## config.mk

```make
export PLATFORM = sky130hd
export DESIGN_NAME = mem_port_arbiter
export DESIGN_NICKNAME = d
export VERILOG_FILES = /design/src/rtl/mem_port_arbiter.sv
export SDC_FILE = /design/constraint.sdc
export NUM_CORES = 1
export LEC_CHECK = 0
export BUFFER_PORTS_ARGS = -buffer_cell sky130_fd_sc_hd__clkbuf_2
export CAP_MARGIN = 20
export CORE_ASPECT_RATIO = 2
export CORE_UTILIZATION = 45
export CTS_CLUSTER_DIAMETER = 40
export DETAILED_ROUTE_END_ITERATION = 8
export PLACE_DENSITY_LB_ADDON = 0.3
export SYNTH_ARGS = -nofsm -noshare
export SYNTH_HDL_FRONTEND = slang
export SYNTH_SLANG_ARGS = --single-unit
```

## constraint.sdc

```tcl
create_clock -name clk -period 4.3 [get_ports clk]
set_input_delay 0.215 -clock clk [delete_from_list [all_inputs] [get_ports clk]]
set_output_delay 0.215 -clock clk [all_outputs]
set_load 0.02 [all_outputs]
```

## src/rtl/mem_port_arbiter.sv

```systemverilog
// Round-robin arbiter sharing one single-port memory between the CPU and a DMA requester.
// Each grant holds the memory strobes for WAIT_CYCLES cycles, then pulses the grantee's ready.
module mem_port_arbiter #(
    parameter int ADDR_W      = 32,
    parameter int DATA_W      = 32,
    parameter int WAIT_CYCLES = 2
) (
    input  logic              clk,
    input  logic              rst,
    input  logic              cpu_read,
    input  logic              cpu_write,
    input  logic [ADDR_W-1:0] cpu_addr,
    input  logic [DATA_W-1:0] cpu_wdata,
    output logic [DATA_W-1:0] cpu_rdata,
    output logic              cpu_ready,
    input  logic              dma_read,
    input  logic              dma_write,
    input  logic [ADDR_W-1:0] dma_addr,
    input  logic [DATA_W-1:0] dma_wdata,
    output logic [DATA_W-1:0] dma_rdata,
    output logic              dma_ready,
    output logic              mem_read,
    output logic              mem_write,
    output logic [ADDR_W-1:0] mem_addr,
    output logic [DATA_W-1:0] mem_wdata,
    input  logic [DATA_W-1:0] mem_rdata,
    output logic              busy,
    output logic              owner
);

    typedef enum logic [1:0] {
        IDLE,
        ACCESS,
        DONE
    } state_t;

    // Counter holds WAIT_CYCLES-1 down to 0, so $clog2(WAIT_CYCLES) bits suffice.
    localparam int CNT_W = (WAIT_CYCLES > 1) ? $clog2(WAIT_CYCLES) : 1;

    state_t            state;
    state_t            state_next;
    logic [CNT_W-1:0]  count;
    logic              op_write;
    logic              last_grant;
    logic [ADDR_W-1:0] addr_q;
    logic [DATA_W-1:0] wdata_q;

    logic              cpu_req;
    logic              dma_req;
    logic              grant_valid;
    logic              grant_dma;

    assign cpu_req = cpu_read | cpu_write;
    assign dma_req = dma_read | dma_write;

    // NOTE: sequential state uses non-blocking assignments so every register
    // samples the pre-edge values of the others.
    always_ff @(posedge clk or posedge rst) begin
        if (rst) begin
            state      <= IDLE;
            count      <= '0;
            op_write   <= 1'b0;
            last_grant <= 1'b1;
            owner      <= 1'b0;
            addr_q     <= '0;
            wdata_q    <= '0;
            cpu_rdata  <= '0;
            dma_rdata  <= '0;
        end else begin
            state <= state_next;
            if (grant_valid) begin
                owner      <= grant_dma;
                last_grant <= grant_dma;
                // A request with both read and write high is a write.
                op_write   <= grant_dma ? dma_write : cpu_write;
                addr_q     <= grant_dma ? dma_addr  : cpu_addr;
                wdata_q    <= grant_dma ? dma_wdata : cpu_wdata;
                count      <= CNT_W'(WAIT_CYCLES - 1);
            end else if (state == ACCESS) begin
                if (count != '0) begin
                    count <= count - 1'b1;
                end else if (!op_write) begin
                    if (owner) begin
                        dma_rdata <= mem_rdata;
                    end else begin
                        cpu_rdata <= mem_rdata;
                    end
                end
            end
        end
    end

    // NOTE: every combinational output gets a default first so no path can
    // leave it unassigned and infer a latch.
    always_comb begin
        state_next  = state;
        grant_valid = 1'b0;
        grant_dma   = 1'b0;
        case (state)
            IDLE: begin
                if (cpu_req || dma_req) begin
                    grant_valid = 1'b1;
                    // On a tie the requester that did not win last time goes first.
                    grant_dma   = dma_req && (!cpu_req || !last_grant);
                    state_next  = ACCESS;
                end
            end
            ACCESS: begin
                if (count == '0) begin
                    state_next = DONE;
                end
            end
            DONE:    state_next = IDLE;
            default: state_next = IDLE;
        endcase
    end

    always_comb begin
        mem_read  = (state == ACCESS) && !op_write;
        mem_write = (state == ACCESS) && op_write;
        mem_addr  = addr_q;
        mem_wdata = wdata_q;
        cpu_ready = (state == DONE) && !owner;
        dma_ready = (state == DONE) && owner;
        busy      = (state != IDLE);
    end

endmodule

```

==> results.py <==
metrics = {
    "die": {
        "die-area_sq_mm": 0.0145,
        "io_pins": 300,
        "dieWidth_um": 85.7,
        "initial_core_util_pct": 46.4,
        "rows": 60,
        "die_y_um": 169,
        "core_sq_mm": 0.0136,
    },
    "place": {
        "place_ws_ns": 1.67,
        "place_area_sq_mm": 0.00781,
        "dp_hpwl_um": 13100,
        "numPortBuffers": 299,
        "gp_congestion": 0.852,
    },
    "routing": {
        "vias": 5944,
        "firstDrtPassIters": 5,
        "drc": 0,
        "ant_nets": 0,
        "wirelength_um": 19300,
        "drtIter0Drc": 263,
        "viasPerCell": 5.87,
        "wire_per_inst_um": 19.0,
    },
    "global_routing": {
        "grt_max_degree": 101,
        "grt.total_usage_pct": 26.5,
        "grt_pass1_wl_um": 29800,
        "grt-ovfl-total": 0,
        "antenna_found_initial": 0,
        "grt_pass1_vias": 5919,
    },
    "sta": {
        "max_slew_margin_pct": 27.6,
        "final_hold_viol_count": 24,
        "finalSetupViolCount": 0,
        "period_share_pct": 54.4,
        "report.final.slew_viol_count": 0,
        "tightest_slew_ns": 1.08,
        "finalClockSkew_ns": 0.0125,
        "whs_ns": -0.0163,
        "rsz0062_at_grt": "false",
        "finalSetupTns_ns": 0,
        "setup_ws_ns": 1.96,
        "final.min_clock_period_ns": 2.34,
        "clock.fmax_mhz": 428,
    },
    "synth": {
        "yosys.area.top_type_share_pct": 52.8,
        "yosys.area.top_type": "dfrtp_1",
        "ys_seq_area_share_pct": 53.2,
        "synth_compound_area_share_pct": 19.9,
        "synthArstFlopShare_pct": 100,
        "syn_area_sq_mm": 0.00630,
        "syn_area_per_cell_sq_um": 11.4,
        "ys_types": 29,
        "synth-simple-area-share_pct": 8.14,
        "syn_inst": 555,
        "synth_top_family_by_area": "compound AO/OA/AOI/OAI gates",
        "synthXorXnorAreaFrac_pct": 0,
        "synthMuxAreaShare_pct": 13.2,
        "synthFlopType": "dfrtp_1",
        "yosys-top-cells-area": "dfrtp_1 (53%), o31ai_1 (7.7%), mux2_4 (7.1%)",
        "syn_nets": 721,
        "yosys_warnings": 0,
        "synth.ff_latch_count": 134,
        "synth_fa_ha_area_share_pct": 0,
        "synth-edff-count": 0,
    },
    "power_and_ir_drop": {
        "power.internal_mw": 4.02,
        "seq_power_share_pct": 32.2,
        "p_sw_share_pct": 44.9,
        "clock_power_share_pct": 18.1,
        "powerDensity_mw_per_mm2": 869,
        "ir_worst_vdd_uv": 621,
        "power.total_mw": 7.30,
        "pwr-share-comb_pct": 49.6,
        "power.switching_mw": 3.28,
        "leakagePower_nw": 3.99,
    },
    "hold_path": {
        "min_path_type": "in -> async",
    },
    "worst_setup_path": {
        "cp_max_fo": 68,
        "ff2ff_path_depth": 5,
        "crit_type": "reg -> reg",
        "critPathLaunchType": "flip-flop",
        "cp-end-kind": "flip-flop",
        "cp_data_required_time_ns": 4.57,
        "rrSetupSlack_ns": 1.96,
        "cp.arrival_ns": 2.61,
    },
    "cts": {
        "cts-htree-levels": 4,
        "cts_buffer_depth": 2,
        "clk_latency_ns": 0.41,
        "cts_resized": 0,
        "cts-root-buf": "clkbuf_16",
        "cts_setup_buffers": 0,
        "tritoncts": "yes",
        "cts_sinks": 134,
        "cts_hold_buf": 0,
        "clk_pin_slew_worst_paths_ns": 0.06,
        "cts_buffers": 17,
    },
    "cells_and_area": {
        "area_delta_synth_final_pct": 33.4,
        "drive_gt1_share_pct": 50.4,
        "nNetsFinal": 980,
        "layout_commonest_cell": "clkbuf_2",
        "fin_area_sq_mm": 0.00841,
        "n_antenna_cell": 0,
        "most-common-layout-cells": "clkbuf_2 (299), dfrtp_1 (133), o31ai_1 (65), a21oi_1 (65), a31oi_1 (65)",
        "finish.utilization_pct": 61.9,
    },
    "outcome": {
        "outcome": "finished with violations",
        "violations": "negative hold slack",
    },
    "run": {
        "max-cap-violations": 0,
    },
}
-- cell type report --
class,count,area [sq um]
flip-flops and latches,134,3350
fillers,1136,5180
well taps,186,233
repair buffers,311,1620
clock buffers,19,443
inverters,4,20.0
multi-input cells,346,2640
clock inverters,13,97.6
-- routing by layer --
layer  wire length, um  part of all wire [%]  up-vias  GRT usage, %
met2              9880                    51      351          44.9
met1              7110                    37     2856          30.4
met4               855                   4.4        0          15.5
met5                 0                     0        -             0
li1                  -                     -     2676             -
met3              1450                   7.5       61          5.64
-- cells in the mapped netlist (all sizes together), types with 2 or more instances --
| cell type | number |
|---|---|
| o31ai | 65 |
| nand2 | 3 |
| mux2 | 64 |
| a31oi | 65 |
| clkbuf | 53 |
| inv | 4 |
| dfrtp | 133 |
| nand4 | 64 |
| buf | 18 |
| a21o | 2 |
| o21ai | 2 |
| nor2 | 5 |
| a21oi | 65 |
-- flip-flops by register name (all words and copies together), names as in the netlist --
register    cells
op_write        1
mem_wdata      32
cpu_rdata      32
count           1
owner           1
dma_rdata      32
state           2
last_grant      1
mem_addr       32
-- final timing paths --
check | startpoint | end
max in group asynchronous | rst | mem_wdata[16]
worst min-delay path | rst | dma_rdata[8]
worst max register to register | state[0] | mem_wdata[10]
min in group clk | cpu_addr[6] | mem_addr[6]
worst min register to register | cpu_rdata[14] | cpu_rdata[14]
worst max-delay path | state[0] | mem_wdata[10]
-- power by group through the flow --
stage          sequential [mW]  clock [mW]  combinational [mW]
2_1_floorplan             3.03           0                1.78
3_3_place_gp              2.33           0                3.48
3_5_place_dp              2.36           0                3.57
4_1_cts                   2.35        1.35                3.57
5_1_grt                   2.43        1.40                3.91
6_report                  2.35        1.33                3.63
-- logic make-up after synthesis --
| family | after synthesis |
|---|---|
| multiplexers | 64 |
| AND/OR/NAND/NOR | 82 |
| flip-flops | 134 |
| buffers and inverters | 75 |
| AO/OA/AOI/OAI | 200 |
-- stage by stage --
| step | hold slack (ns) | cells |
|---|---|---|
| finish | -0.0163 | 1013 |
| global route | 0.0435 | 1013 |
| CTS | 0.0276 | 1010 |
| detailed placement | 0.468 | 978 |
| global placement | 0.451 | 978 |
| floorplan | 0.350 | 555 |
-- worst max-delay path: stages, from the launching register on --
cell     delay (ns)
dfrtp_1        0.45
nor2_4         0.15
buf_4          0.55
and2_2         0.63
buf_12         0.27
a31oi_1        0.12
Note: power is estimated with default switching activity, not from simulation.
